$ cat src/rtl/task_dispatcher.sv
// -----------------------------------------------------------------------------
// task_dispatcher
// Queues build and parse requests arriving from the register interface and
// hands each one to a free processing unit. Builds go to packet builder pb0
// or pb1, and parses go to the packet parser pp. For each dispatch the block
// loads the unit's config register and pulses the unit's start for one cycle.
// It also tracks the work in flight and reports an overall controller busy.
//
// Ports
//   clk                       clock
//   reset                     asynchronous, active-high reset
//   pb_req_i / pb_cfg_i[94:0] build request valid / build config
//   pb_ack_o                  build request accepted this cycle (combinational)
//   pp_req_i / pp_cfg_i[32:0] parse request valid / parse config
//   pp_ack_o                  parse request accepted this cycle (combinational)
//   pb0/pb1/pp_busy_i         unit busy status
//   pb0/pb1/pp_irq_i          unit done, 1-cycle pulse
//   pb0/pb1/pp_start_o        registered 1-cycle start pulse per unit
//   pb0/pb1_cfg_o[94:0]       config held to each builder until its next dispatch
//   pp_cfg_o[32:0]            config held to the parser until its next dispatch
//   cont_busy_o               registered: a queue is non-empty or a unit is in flight
// -----------------------------------------------------------------------------
module task_dispatcher #(
  parameter int BQ_DEPTH = 2,
  parameter int PQ_DEPTH = 2
) (
  input  logic        clk,
  input  logic        reset,
  input  logic        pb_req_i,
  input  logic [94:0] pb_cfg_i,
  output logic        pb_ack_o,
  input  logic        pp_req_i,
  input  logic [32:0] pp_cfg_i,
  output logic        pp_ack_o,
  input  logic        pb0_busy_i,
  input  logic        pb1_busy_i,
  input  logic        pp_busy_i,
  input  logic        pb0_irq_i,
  input  logic        pb1_irq_i,
  input  logic        pp_irq_i,
  output logic        pb0_start_o,
  output logic        pb1_start_o,
  output logic        pp_start_o,
  output logic [94:0] pb0_cfg_o,
  output logic [94:0] pb1_cfg_o,
  output logic [32:0] pp_cfg_o,
  output logic        cont_busy_o
);

  localparam int BAW = $clog2(BQ_DEPTH);
  localparam int PAW = $clog2(PQ_DEPTH);

  // Round-robin memory: which builder took the most recent build.
  localparam logic RR_PB0 = 1'b0;
  localparam logic RR_PB1 = 1'b1;

  localparam logic [BAW:0] BQ_ONE = (BAW+1)'(1'b1);

  // ---------------------------------------------------------------------------
  // State
  // ---------------------------------------------------------------------------
  logic [94:0]  bq_mem_r [BQ_DEPTH];
  logic [BAW:0] bq_wr_r;
  logic [BAW:0] bq_rd_r;
  logic [32:0]  pq_mem_r [PQ_DEPTH];
  logic [PAW:0] pq_wr_r;
  logic [PAW:0] pq_rd_r;

  logic         rr_r;
  logic         infl_pb0_r;
  logic         infl_pb1_r;
  logic         infl_pp_r;

  logic         pb0_start_r;
  logic         pb1_start_r;
  logic         pp_start_r;
  logic [94:0]  pb0_cfg_r;
  logic [94:0]  pb1_cfg_r;
  logic [32:0]  pp_cfg_r;
  logic         cont_busy_r;

  // ---------------------------------------------------------------------------
  // Queue status and handshake
  // ---------------------------------------------------------------------------
  logic         bq_full_s;
  logic         bq_empty_s;
  logic [BAW:0] bq_cnt_s;
  logic         bq_push_s;
  logic         pq_full_s;
  logic         pq_empty_s;
  logic         pq_push_s;

  assign bq_full_s  = (bq_wr_r[BAW] != bq_rd_r[BAW]) &&
                      (bq_wr_r[BAW-1:0] == bq_rd_r[BAW-1:0]);
  assign bq_empty_s = (bq_wr_r == bq_rd_r);
  assign bq_cnt_s   = bq_wr_r - bq_rd_r;
  assign pq_full_s  = (pq_wr_r[PAW] != pq_rd_r[PAW]) &&
                      (pq_wr_r[PAW-1:0] == pq_rd_r[PAW-1:0]);
  assign pq_empty_s = (pq_wr_r == pq_rd_r);

  // Fullness comes from registered pointers only, so a pop in the same cycle
  // never opens a slot for the request that arrives in that cycle.
  assign bq_push_s = pb_req_i & ~bq_full_s;
  assign pq_push_s = pp_req_i & ~pq_full_s;
  assign pb_ack_o  = bq_push_s;
  assign pp_ack_o  = pq_push_s;

  // ---------------------------------------------------------------------------
  // Dispatch candidates. The request that is accepted this cycle is visible
  // to the dispatcher straight away, which lets its start pulse appear in the
  // cycle after acceptance.
  // ---------------------------------------------------------------------------
  logic [BAW-1:0] bq_rd1_idx_s;
  logic [94:0]    bq_e0_s;
  logic [94:0]    bq_e1_s;
  logic           bq_avail0_s;
  logic           bq_avail1_s;
  logic [32:0]    pq_e0_s;
  logic           pq_avail0_s;

  assign bq_rd1_idx_s = bq_rd_r[BAW-1:0] + BAW'(1'b1);
  assign bq_e0_s      = bq_empty_s ? pb_cfg_i : bq_mem_r[bq_rd_r[BAW-1:0]];
  assign bq_e1_s      = (bq_cnt_s > BQ_ONE) ? bq_mem_r[bq_rd1_idx_s] : pb_cfg_i;
  assign bq_avail0_s  = ~bq_empty_s | bq_push_s;
  assign bq_avail1_s  = (bq_cnt_s > BQ_ONE) | ((bq_cnt_s == BQ_ONE) & bq_push_s);
  assign pq_e0_s      = pq_empty_s ? pp_cfg_i : pq_mem_r[pq_rd_r[PAW-1:0]];
  assign pq_avail0_s  = ~pq_empty_s | pq_push_s;

  // A unit is free only when no dispatch is outstanding and the unit itself
  // is idle. The in-flight flag clears one edge after irq, so a unit is free
  // at the earliest in the cycle after its irq.
  logic pb0_free_s;
  logic pb1_free_s;
  logic pp_free_s;

  assign pb0_free_s = ~infl_pb0_r & ~pb0_busy_i;
  assign pb1_free_s = ~infl_pb1_r & ~pb1_busy_i;
  assign pp_free_s  = ~infl_pp_r  & ~pp_busy_i;

  logic        pb0_go_s;
  logic        pb1_go_s;
  logic [94:0] pb0_cfg_nxt_s;
  logic [94:0] pb1_cfg_nxt_s;
  logic [1:0]  bq_pop_s;
  logic        rr_nxt_s;
  logic        pp_go_s;

  // Builder selection: the head goes to the single free builder. When both
  // are free the head goes to the builder that was not used last, and a
  // second entry, if present, goes to the other builder in the same cycle.
  always_comb begin
    pb0_go_s      = 1'b0;
    pb1_go_s      = 1'b0;
    pb0_cfg_nxt_s = bq_e0_s;
    pb1_cfg_nxt_s = bq_e0_s;
    bq_pop_s      = 2'd0;
    rr_nxt_s      = rr_r;
    if (bq_avail0_s) begin
      if (pb0_free_s && pb1_free_s) begin
        if (rr_r == RR_PB1) begin
          pb0_go_s      = 1'b1;
          pb0_cfg_nxt_s = bq_e0_s;
          if (bq_avail1_s) begin
            pb1_go_s      = 1'b1;
            pb1_cfg_nxt_s = bq_e1_s;
            bq_pop_s      = 2'd2;
            rr_nxt_s      = RR_PB1;
          end else begin
            bq_pop_s = 2'd1;
            rr_nxt_s = RR_PB0;
          end
        end else begin
          pb1_go_s      = 1'b1;
          pb1_cfg_nxt_s = bq_e0_s;
          if (bq_avail1_s) begin
            pb0_go_s      = 1'b1;
            pb0_cfg_nxt_s = bq_e1_s;
            bq_pop_s      = 2'd2;
            rr_nxt_s      = RR_PB0;
          end else begin
            bq_pop_s = 2'd1;
            rr_nxt_s = RR_PB1;
          end
        end
      end else if (pb0_free_s) begin
        pb0_go_s      = 1'b1;
        pb0_cfg_nxt_s = bq_e0_s;
        bq_pop_s      = 2'd1;
        rr_nxt_s      = RR_PB0;
      end else if (pb1_free_s) begin
        pb1_go_s      = 1'b1;
        pb1_cfg_nxt_s = bq_e0_s;
        bq_pop_s      = 2'd1;
        rr_nxt_s      = RR_PB1;
      end else begin
        bq_pop_s = 2'd0;
      end
    end else begin
      bq_pop_s = 2'd0;
    end
  end

  assign pp_go_s = pq_avail0_s & pp_free_s;

  // ---------------------------------------------------------------------------
  // Next-state values for pointers and in-flight flags
  // ---------------------------------------------------------------------------
  logic [BAW:0] bq_wr_nxt_s;
  logic [BAW:0] bq_rd_nxt_s;
  logic [PAW:0] pq_wr_nxt_s;
  logic [PAW:0] pq_rd_nxt_s;
  logic         infl_pb0_nxt_s;
  logic         infl_pb1_nxt_s;
  logic         infl_pp_nxt_s;
  logic         cont_busy_nxt_s;

  assign bq_wr_nxt_s = bq_wr_r + (BAW+1)'(bq_push_s);
  assign bq_rd_nxt_s = bq_rd_r + (BAW+1)'(bq_pop_s);
  assign pq_wr_nxt_s = pq_wr_r + (PAW+1)'(pq_push_s);
  assign pq_rd_nxt_s = pq_rd_r + (PAW+1)'(pp_go_s);

  // A dispatch takes priority over a coincident irq. An irq that arrives
  // while the flag is already clear leaves the flag clear.
  assign infl_pb0_nxt_s = pb0_go_s ? 1'b1 : (pb0_irq_i ? 1'b0 : infl_pb0_r);
  assign infl_pb1_nxt_s = pb1_go_s ? 1'b1 : (pb1_irq_i ? 1'b0 : infl_pb1_r);
  assign infl_pp_nxt_s  = pp_go_s  ? 1'b1 : (pp_irq_i  ? 1'b0 : infl_pp_r);

  // Built from next-state values so the registered flag matches the
  // registered queue and in-flight state of the same cycle.
  assign cont_busy_nxt_s = (bq_wr_nxt_s != bq_rd_nxt_s) |
                           (pq_wr_nxt_s != pq_rd_nxt_s) |
                           infl_pb0_nxt_s | infl_pb1_nxt_s | infl_pp_nxt_s;

  // ---------------------------------------------------------------------------
  // Sequential logic
  // ---------------------------------------------------------------------------

  // Build queue storage: write the accepted request at the write pointer.
  always_ff @(posedge clk or posedge reset) begin
    if (reset) begin
      for (int i = 0; i < BQ_DEPTH; i++) begin
        bq_mem_r[i] <= 95'd0;
      end
    end else if (bq_push_s) begin
      bq_mem_r[bq_wr_r[BAW-1:0]] <= pb_cfg_i;
    end
  end

  // Parse queue storage: write the accepted request at the write pointer.
  always_ff @(posedge clk or posedge reset) begin
    if (reset) begin
      for (int i = 0; i < PQ_DEPTH; i++) begin
        pq_mem_r[i] <= 33'd0;
      end
    end else if (pq_push_s) begin
      pq_mem_r[pq_wr_r[PAW-1:0]] <= pp_cfg_i;
    end
  end

  // Pointers, round-robin memory, in-flight flags and controller busy.
  always_ff @(posedge clk or posedge reset) begin
    if (reset) begin
      bq_wr_r     <= {(BAW+1){1'b0}};
      bq_rd_r     <= {(BAW+1){1'b0}};
      pq_wr_r     <= {(PAW+1){1'b0}};
      pq_rd_r     <= {(PAW+1){1'b0}};
      rr_r        <= RR_PB1;
      infl_pb0_r  <= 1'b0;
      infl_pb1_r  <= 1'b0;
      infl_pp_r   <= 1'b0;
      cont_busy_r <= 1'b0;
    end else begin
      bq_wr_r     <= bq_wr_nxt_s;
      bq_rd_r     <= bq_rd_nxt_s;
      pq_wr_r     <= pq_wr_nxt_s;
      pq_rd_r     <= pq_rd_nxt_s;
      rr_r        <= rr_nxt_s;
      infl_pb0_r  <= infl_pb0_nxt_s;
      infl_pb1_r  <= infl_pb1_nxt_s;
      infl_pp_r   <= infl_pp_nxt_s;
      cont_busy_r <= cont_busy_nxt_s;
    end
  end

  // Start pulses and unit configs. A config is loaded only on a dispatch to
  // its unit and is held until the next one.
  always_ff @(posedge clk or posedge reset) begin
    if (reset) begin
      pb0_start_r <= 1'b0;
      pb1_start_r <= 1'b0;
      pp_start_r  <= 1'b0;
      pb0_cfg_r   <= 95'd0;
      pb1_cfg_r   <= 95'd0;
      pp_cfg_r    <= 33'd0;
    end else begin
      pb0_start_r <= pb0_go_s;
      pb1_start_r <= pb1_go_s;
      pp_start_r  <= pp_go_s;
      if (pb0_go_s) begin
        pb0_cfg_r <= pb0_cfg_nxt_s;
      end
      if (pb1_go_s) begin
        pb1_cfg_r <= pb1_cfg_nxt_s;
      end
      if (pp_go_s) begin
        pp_cfg_r <= pq_e0_s;
      end
    end
  end

  assign pb0_start_o = pb0_start_r;
  assign pb1_start_o = pb1_start_r;
  assign pp_start_o  = pp_start_r;
  assign pb0_cfg_o   = pb0_cfg_r;
  assign pb1_cfg_o   = pb1_cfg_r;
  assign pp_cfg_o    = pp_cfg_r;
  assign cont_busy_o = cont_busy_r;

endmodule

$ cat config.mk
export PLATFORM = sky130hd
export DESIGN_NAME = task_dispatcher
export DESIGN_NICKNAME = d
export VERILOG_FILES = /design/src/rtl/task_dispatcher.sv
export SDC_FILE = /design/constraint.sdc
export NUM_CORES = 1
export LEC_CHECK = 0
export BUFFER_PORTS_ARGS = -buffer_cell sky130_fd_sc_hd__buf_2
export CAP_MARGIN = 20
export CORE_MARGIN = 2
export CORE_UTILIZATION = 58
export CTS_BUF_LIST = sky130_fd_sc_hd__clkbuf_16
export DETAILED_ROUTE_END_ITERATION = 10
export MAX_ROUTING_LAYER = met4
export PLACE_DENSITY = 0.81
export SLEW_MARGIN = 5
export SYNTH_ARGS = -nofsm -noshare
export SYNTH_HDL_FRONTEND = slang
export SYNTH_SLANG_ARGS = --single-unit
export TNS_END_PERCENT = 20
$ cat constraint.sdc
create_clock -name clk -period 17.3 [get_ports clk]
set_input_delay 1.73 -clock clk [delete_from_list [all_inputs] [get_ports clk]]
set_output_delay 1.73 -clock clk [all_outputs]
set_load 0.01 [all_outputs]
== Word-level counts from Yosys, hierarchy flattened ==
Cells that the tools add are included.

* Register bits: 495
* Bits of input ports: 138
* Output and inout bits: 229
* Word-level logic and storage cells: 129

* Add/sub/neg operators: 6
* Order comparisons: 8
* Equality and inequality tests: 9
* Multiplexer cells: 51
* Bitwise gates (word level): 29
* Reductions and logical operators: 7

{| class="wikitable"
|+ Operators with widths
! operator !! count
|-
| 95-bit two-way mux || 16
|-
| 190-bit bitwise mux || 1
|-
| 33-bit two-way mux || 5
|-
| 95-bit demux with 1-bit select || 1
|-
| 66-bit bitwise mux || 1
|-
| 33-bit demux with 1-bit select || 1
|-
| 1-bit two-way mux || 23
|-
| 2-bit greater-or-equal comparator (second input constant) || 5
|-
| 1-bit NOT || 10
|-
| 1-bit NOT with 2-bit output || 5
|-
| 1-bit AND || 7
|-
| 1-bit OR || 7
|-
| 2-bit by 1-bit adder with 2-bit output || 3
|-
| 2-bit two-way mux || 3
|-
| 1-bit logical AND || 5
|-
| 2-bit == test || 2
|-
| 2-bit by 1-bit less-than comparator with 1-bit output (second input constant) || 2
|-
| 2-bit inequality test || 2
|-
| 3-bit nonzero test || 1
|-
| 2-bit adder || 1
|-
| 1-bit == test || 2
|-
| 2-bit by 1-bit == test with 1-bit output (second input constant) || 1
|-
| 2-bit by 1-bit > comparator with 1-bit output (second input constant) || 1
|-
| 1-bit inequality test || 2
|-
| 3 further kinds || 3
|}

== Logic depth before layout (Yosys ltp) ==
Gate-level depths: netlist of run 1.

* Depth in word-level cells: 15
* Gate-level depth with buffers: 12
* Gate-level depth less buffers: 10

== Least setup slack after synthesis of run 1 ==
OpenSTA, ideal clock, no wires.

* Path kind: input port to output port
* Start point: in pb_req_i
* End point: out pb_ack_o
* Arrival: 2.507 ns
* Required time: 15.570 ns
* Slack: 13.063 ns
* Stages on the path: 3
* Buffers on the path: 1
* Cell sequence: clkbuf_1 -> inv_1 -> a21oi_1

* Word-level cells in the longest chain between the ends: 1

{| class="wikitable"
|+ Ends and longest elaborated chain
! item !! RTL line !! source
|-
| start, declared || 29 || <nowiki>input logic pb_req_i,</nowiki>
|-
| 1-bit AND || 103 || <nowiki>assign bq_push_s = pb_req_i & ~bq_full_s;</nowiki>
|-
| end, declared || 31 || <nowiki>output logic pb_ack_o,</nowiki>
|}

No other way between the ends.

== Final worst setup path of run 1 ==
Same ends and word-level chain as after synthesis.

==> results.sh, run 1 <==
export IMPL_worst_slack_ns=12.41
export IMPL_fmax_mhz=205
export IMPL_hold_depth=2
export IMPL_post_cts_setup_buffers=0
export IMPL_cp_top_family="buffers and inverters"
export IMPL_dr_first_iter_drc_count=1897
export IMPL_viasPerCell=6.34
export IMPL_critical_path_depth=4
export IMPL_cts_root_buf="clkbuf_16"
export IMPL_max_stage_delay_ns=0.52
export IMPL_die_area_um2=45300
export IMPL_hold_viol_final=0
export IMPL_clk_insertion_delay_late_ns=0.63
export IMPL_io_pins=367
export IMPL_placed_cells=3183
export IMPL_yosys_most_used_dff="dfrtp_1"
export IMPL_seq_area_frac_synth_pct=49.0
export IMPL_start_kind="input pin"
export IMPL_fp_dieW_um=213
export IMPL_clockBufferDepth=3
export IMPL_min_from="pb1_cfg_o[35]$_DFFE_PP0P_"
export IMPL_rsz0062_at_grt="no"
export IMPL_cts_resized=0
export IMPL_vias=21000
export IMPL_crit_chain="buf_2, inv_1, a21oi_1, buf_2"
export IMPL_coreArea_um2=43100
export IMPL_drive_gt1_share_pct=28.1
export IMPL_crit_type="input pin to output port"
export IMPL_timing_critical_path_from="pb_req_i"
export IMPL_drt_pass1_iterations=6
export IMPL_reg2reg_from="bq_rd_r[0]$_DFF_PP0_"
export IMPL_ir_drop_mv=0.213
export IMPL_syn_num_nets=2569
export IMPL_ys_warn_count=0
export IMPL_cts_sinks=495
export IMPL_dp_hpwl_mm=44.4
export IMPL_synth_area_um2=25300
export IMPL_grt_overflow=0
export IMPL_synth_edff_count=0
export IMPL_status="complete, no violations"
export IMPL_fp_row_count=76
export IMPL_fill_cells=3245
export IMPL_ant_nets=0
export IMPL_finalNetCount=2804
export IMPL_cp_common_cell="buf_2"
export IMPL_syn_to_final_growth_pct=15.7
export IMPL_fin_worst_skew_ns=0.0328
export IMPL_total_power_uw=7590
export IMPL_layout_cells_non_filler=3312
export IMPL_wl_per_cell_um=22.2
export IMPL_relSlewSlack_pct=18.7
export IMPL_hp_class="register to register"
export IMPL_clkTransAtPathRegs_ns=0.06
export IMPL_critical_path_endpoint="pb_ack_o"
export IMPL_cap_violations=0
export IMPL_pre_cts_ws_ns=11.75
export IMPL_period_share_pct=28.3
export IMPL_cts_buffers=52
export IMPL_avgSynthCellArea_um2=10.4
export IMPL_portBuffers=366
export IMPL_rrSetupSlack_ns=13.01
export IMPL_ys_types=58
export IMPL_grt_pass1_vias=20900
export IMPL_grt_first_pass_wirelength_mm=114
export IMPL_drc_errors=0
export IMPL_cts_hold_buf=0
export IMPL_gp_routability_congestion=0.862
export IMPL_worstPathArrival_ns=3.16
export IMPL_syn_instance_count=2424
export IMPL_h_tree_depth=2
export IMPL_crit_path_end_kind="output port"
export IMPL_min_period_ns=4.89
export IMPL_slew_violations=0
export IMPL_p_leak_uw=0.0133
export IMPL_worst_path_buf_inv=3
export IMPL_grt_max_degree=167
export IMPL_critPathRequiredTime_ns=15.57
export IMPL_start_util_pct=58.7
export IMPL_whs_ns=0.470
export IMPL_tightest_slew_ns=1.22
export IMPL_pwr_density_cell_nw_per_um2=260
export IMPL_finalSetupViolCount=0
export IMPL_async_flop_share_pct=100
export IMPL_grt_usage_pct=33.0
export IMPL_reg2regPathDepth=8
export IMPL_cp_slowest_cell="a21oi_1"
export IMPL_synth_seq_cells=495
export IMPL_r2r_end="pb1_cfg_o[30]$_DFFE_PP0P_"
export IMPL_cts_tree="built"
export IMPL_die_h_um=213
export IMPL_crit_fanout=18
export IMPL_fin_tns_setup_ns=0
export IMPL_antenna_found_initial=22
export IMPL_wl_mm=73.5
==> report_power, final <==
group          switching [uW]  internal, uW
Sequential                432          1760
Combinational            2510          1750
Clock                     488           656
==> metal layers <==
layer | global-route usage [%] | routed length, um | vias to the layer above
met5 | - | 0 | -
met4 | 14.3 | 2280 | 0
met3 | 7.78 | 6720 | 165
met2 | 51.3 | 35500 | 945
met1 | 41.4 | 29100 | 10500
li1 | - | - | 9383
==> logic make-up (layout without fill, tap and decap cells) <==
| group | count (synthesis) | count (layout) | share of synthesized area (%) |
|---|---|---|---|
| AO/OA/AOI/OAI | 784 | 784 | 19.1 |
| XOR/XNOR | 16 | 16 | 0.728 |
| adder cells (fa/ha/maj) | 7 | 7 | 0.347 |
| buffers and inverters | 239 | 517 | 3.77 |
| flip-flops | 495 | 495 | 49.0 |
| multiplexers | 473 | 473 | 20.0 |
| other | 0 | 25 | 0 |
| AND/OR/NAND/NOR | 410 | 410 | 7.04 |
==> worst reg2reg max path, stage by stage (launching register included) <==
cell      delay (ns)
dfrtp_4         0.72
ha_4            0.31
xnor3_2         0.77
nand2_4         0.23
o221ai_4        0.25
buf_4           0.59
buf_4           0.91
a221o_1         0.28
o21ai_0         0.08
==> final cells by class <==
cell class / count / area, um^2 / area share [%]
Multi-Input combinational cell: 1690 / 12000 / 41.2
Clock inverter: 45 / 435 / 1.49
Timing Repair Buffer: 399 / 2190 / 7.48
Antenna cell: 25 / 62.6 / 0.214
Clock buffer: 52 / 1300 / 4.45
Sequential cell: 495 / 12400 / 42.4
Tap cell: 585 / 732 / 2.50
Inverter: 21 / 86.3 / 0.295
==> synth_stat cells, types with 14 or more instances <==
cell type / number / area share [%]
clkbuf_1: 144 / 2.1
a221oi_1: 20 / 0.69
inv_1: 17 / 0.25
nor2_1: 21 / 0.31
nand2_1: 258 / 3.8
dfrtp_1: 494 / 49
mux2_2: 256 / 11
nor3_1: 87 / 1.7
mux2i_1: 217 / 8.6
buf_1: 37 / 0.55
o2bb2ai_1: 136 / 4.7
o21ai_0: 250 / 5.0
buf_2: 35 / 0.69
a21oi_1: 274 / 5.4
a21o_1: 18 / 0.53
o31ai_1: 14 / 0.42
==> how the worst min path moves through the flow <==
stage | endpoint | slack [ns]
global route | pb1_cfg_o[86]$_DFFE_PP0P_ | 0.50
CTS | pb1_cfg_o[35]$_DFFE_PP0P_ | 0.48
floorplan | pq_mem_r[63]$_DFFE_PP0P_ | 0.48
global placement | pb0_cfg_o[45]$_DFFE_PP0P_ | 0.46
finish | pb1_cfg_o[35]$_DFFE_PP0P_ | 0.47
detailed placement | pb1_cfg_o[86]$_DFFE_PP0P_ | 0.46
==> cells in the final DEF, fill, tap and decap left out, types with 6 or more instances in the layout <==
| cell type | synthesis | layout |
|---|---|---|
| o211a_1 | 6 | 6 |
| clkbuf_16 | 0 | 52 |
| clkinv_1 | 1 | 16 |
| buf_4 | 1 | 25 |
| mux2_2 | 256 | 256 |
| nand2b_1 | 8 | 7 |
| bufinv_16 | 0 | 7 |
| a221oi_1 | 20 | 20 |
| a21oi_1 | 274 | 274 |
| clkinv_2 | 0 | 9 |
| a31oi_1 | 8 | 8 |
| nor2_1 | 21 | 20 |
| inv_1 | 17 | 24 |
| diode_2 | 0 | 25 |
| o21ai_1 | 12 | 11 |
| mux2i_1 | 217 | 217 |
| a21o_1 | 18 | 17 |
| nand2_1 | 258 | 258 |
| o22ai_1 | 6 | 6 |
| o31ai_1 | 14 | 14 |
| dfrtp_1 | 494 | 492 |
| a22o_1 | 11 | 11 |
| buf_2 | 35 | 366 |
| o21ai_0 | 250 | 250 |
| nand4_1 | 11 | 11 |
| a211oi_1 | 12 | 12 |
| nor3_1 | 87 | 87 |
| o2bb2ai_1 | 136 | 136 |
| xor2_1 | 8 | 7 |
==> flip-flops by register name, indices dropped and copies added (netlist names) <==
register and count:
bq_rd_r 2, pp_cfg_o 33, bq_mem_r 190, pq_wr_r 2, bq_wr_r 2, pb0_cfg_o 95, cont_busy_o 1, infl_pp_r 1
rr_r 1, infl_pb0_r 1, infl_pb1_r 1, pq_mem_r 66, pb0_start_o 1, pp_start_o 1, pq_rd_r 2, pb1_cfg_o 95
pb1_start_o 1
==> stage by stage <==
stage / utilization [%] / cell area, um^2
floorplan: - / 25300
global placement: 63.4 / 27300
detailed placement: 63.4 / 27300
CTS: 67.4 / 29000
global route: 67.9 / 29200
finish: 67.9 / 29200
No activity file was read; power rests on OpenSTA's default activity.
==> run 2: changes to the inputs <==
- ABC_AREA: default -> 1
- clock period: 17.3 -> 4.95 ns (I/O delays scaled with it)
==> run 2 against run 1 <==
Compared with the run above:
- worst setup slack worse by 11 ns
- largest cell class unchanged
- largest power group unchanged
- final cell count rose by 33%
- clock power grew to 3.1 times the previous value
- clock skew shrank 0.014 ns
- global-route usage decreased by 1.2 points
- non-clock buffer count fell by 2
==> results.sh, run 2 <==
export IMPL_drt_pass1_iterations=6
export IMPL_ant_nets=0
export IMPL_pre_cts_ws_ns=1.39
export IMPL_syn_instance_count=3540
export IMPL_tightest_slew_ns=1.05
export IMPL_synth_top_cell_by_area="dfrtp_1"
export IMPL_vias=24200
export IMPL_grt_util_met3_pct=4.98
export IMPL_antenna_found_initial=18
export IMPL_max_stage_delay_ns=0.70
export IMPL_synth_top_area_share_pct=47.2
export IMPL_hp_class="input pin to asynchronous set/reset pin"
export IMPL_syn_to_final_growth_pct=13.7
export IMPL_ys_types=26
export IMPL_portBuffers=366
export IMPL_p_leak_uw=0.0148
export IMPL_status="complete, no violations"
export IMPL_cts_tree="built"
export IMPL_drive_gt1_share_pct=16.3
export IMPL_cap_violations=0
export IMPL_grt_usage_pct=31.8
export IMPL_dp_hpwl_mm=42.3
export IMPL_cts_root_buf="clkbuf_16"
export IMPL_io_pins=367
export IMPL_h_tree_depth=2
export IMPL_wl_mm=72.4
export IMPL_cts_resized=0
export IMPL_cts_hold_buf=0
export IMPL_clockBufferDepth=3
export IMPL_synth_most_common_cell="nand2_1"
export IMPL_async_flop_share_pct=100
export IMPL_crit_path_end_kind="register"
export IMPL_worst_slack_ns=1.27
export IMPL_synth_area_leaders="dfrtp_1 47%, nand2_1 22%, o21ai_0 9.4%"
export IMPL_regMostFlops="bq_mem_r"
export IMPL_cts_buffers=52
export IMPL_syn_num_nets=3685
export IMPL_viasPerCell=5.50
export IMPL_start_kind="register"
export IMPL_start_util_pct=58.9
export IMPL_gp_routability_congestion=0.847
export IMPL_slew_violations=0
export IMPL_stdcell_area_um2=29800
export IMPL_crit_type="register to register"
export IMPL_pwr_density_cell_nw_per_um2=812
export IMPL_relSlewSlack_pct=30.0
export IMPL_dr_first_iter_drc_count=2415
export IMPL_largest_reg_flops=190
export IMPL_grt_first_pass_wirelength_mm=117
export IMPL_use_met2_pct=49.7
export IMPL_synth_seq_cells=495
export IMPL_crit_fanout=132
export IMPL_critPathRequiredTime_ns=5.43
export IMPL_grt_overflow=0
export IMPL_die_h_um=216
export IMPL_fp_dieW_um=216
export IMPL_post_cts_setup_buffers=0
export IMPL_grt_max_degree=251
export IMPL_cp_top_family="simple AND/OR/NAND/NOR gates"
export IMPL_met1_usage_pct=42.7
export IMPL_worst_path_buf_inv=2
export IMPL_synth_area_um2=26200
export IMPL_cp_common_cell="nand3_1"
export IMPL_fp_row_count=77
export IMPL_clk_insertion_delay_late_ns=0.61
export IMPL_avgSynthCellArea_um2=7.39
export IMPL_crit_chain="ha_1, inv_2, nand2_4, nand3_1, nand2_8, inv_1, nand3_1, nand2_1"
export IMPL_cts_sinks=495
export IMPL_min_period_ns=3.68
export IMPL_cp_slowest_cell="nand2_8"
export IMPL_hold_viol_final=0
export IMPL_clkTransAtPathRegs_ns=0.06
export IMPL_fin_worst_skew_ns=0.0189
export IMPL_worstPathArrival_ns=4.16
export IMPL_period_share_pct=74.4
export IMPL_finalNetCount=3891
export IMPL_dpl_cell_area_um2=28100
export IMPL_whs_ns=0.0236
export IMPL_grt_busiest_layer="met2"
export IMPL_synth_common_cells="1539 x nand2_1, 494 x dfrtp_1, 493 x o21ai_0, 182 x a21oi_1, 164 x inv_1"
export IMPL_drc_errors=0
export IMPL_grt_pass1_vias=22200
export IMPL_die_area_um2=46800
export IMPL_fmax_mhz=272
export IMPL_final_cell_mix="1535 x nand2_1, 493 x o21ai_0, 492 x dfrtp_1"
export IMPL_yosys_most_used_dff="dfrtp_1"
export IMPL_coreArea_um2=44400
export IMPL_ir_drop_mv=0.525
export IMPL_rsz0062_at_grt="no"
export IMPL_ys_warn_count=0
export IMPL_final_common_cell="nand2_1"
export IMPL_synth_edff_count=0
export IMPL_finalSetupViolCount=0
export IMPL_wl_per_cell_um=16.4
export IMPL_seq_area_frac_synth_pct=47.3
-- run 2: cells by family (layout without fill, tap and decap cells) --
kind of cell	after synthesis	after routing	share of synthesized area (%)
DFF	495	495	47.3
xor gates and xnor gates	5	5	0.167
buffers and inverters	414	662	6.52
and+or+nand+nor	1694	1694	24.6
AOI/OAI and AO/OA	798	798	15.6
muxes	127	127	5.46
adders and majority gates	7	7	0.335
other	0	20	0
-- run 2: metrics by stage --
stage / instances / total power [uW] / util (%) / setup TNS [ns]
floorplan: 3540 / 17000 / - / -1116.20
global placement: 4279 / 20000 / 63.2 / 0
detailed placement: 4279 / 20300 / 63.2 / 0
CTS: 4375 / 24100 / 66.6 / 0
global route: 4398 / 26500 / 67.0 / 0
finish: 4400 / 24200 / 67.0 / 0
-- run 2: routing by layer --
layer  up-vias  wire length (um)
met1     11300             30900
met5         -                 0
li1      11800                 -
met2       997             33600
met3       134              5860
met4         0              1930
-- run 2: where the power goes --
group | leakage [uW] | switching [uW] | internal [uW]
logic | 0.00794 | 8760 | 4600
registers | 0.00601 | 1100 | 6120
clock network | 0.000809 | 1670 | 1910
total | 0.0148 | 11500 | 12600
-- run 2: layout make-up --
cell class | instances | area, um^2
Tap cell | 592 | 741
Antenna cell | 20 | 50.0
Sequential cell | 495 | 12400
Clock buffer | 52 | 1300
Timing Repair Buffer | 397 | 2240
Clock inverter | 44 | 220
Inverter | 169 | 642
Multi-Input combinational cell | 2631 | 12200
Fill cell | 3784 | 14700
-- run 2: final timing paths --
kind | to | from | slack [ns] | cells after the start
min in group clk | pq_mem_r[33]$_DFFE_PP0P_ | pp_cfg_i[0] | 0.12 | 3
worst max register to register | pb0_cfg_o[48]$_DFFE_PP0P_ | bq_rd_r[0]$_DFF_PP0_ | 1.27 | 8
worst min register to register | pb1_cfg_o[15]$_DFFE_PP0P_ | pb1_cfg_o[15]$_DFFE_PP0P_ | 0.47 | 2
worst max-delay path | pb0_cfg_o[48]$_DFFE_PP0P_ | bq_rd_r[0]$_DFF_PP0_ | 1.27 | 8
max in group asynchronous | bq_mem_r[39]$_DFFE_PP0P_ | reset | 3.57 | 3
worst min-delay path | pb0_cfg_o[77]$_DFFE_PP0P_ | reset | 0.02 | 2
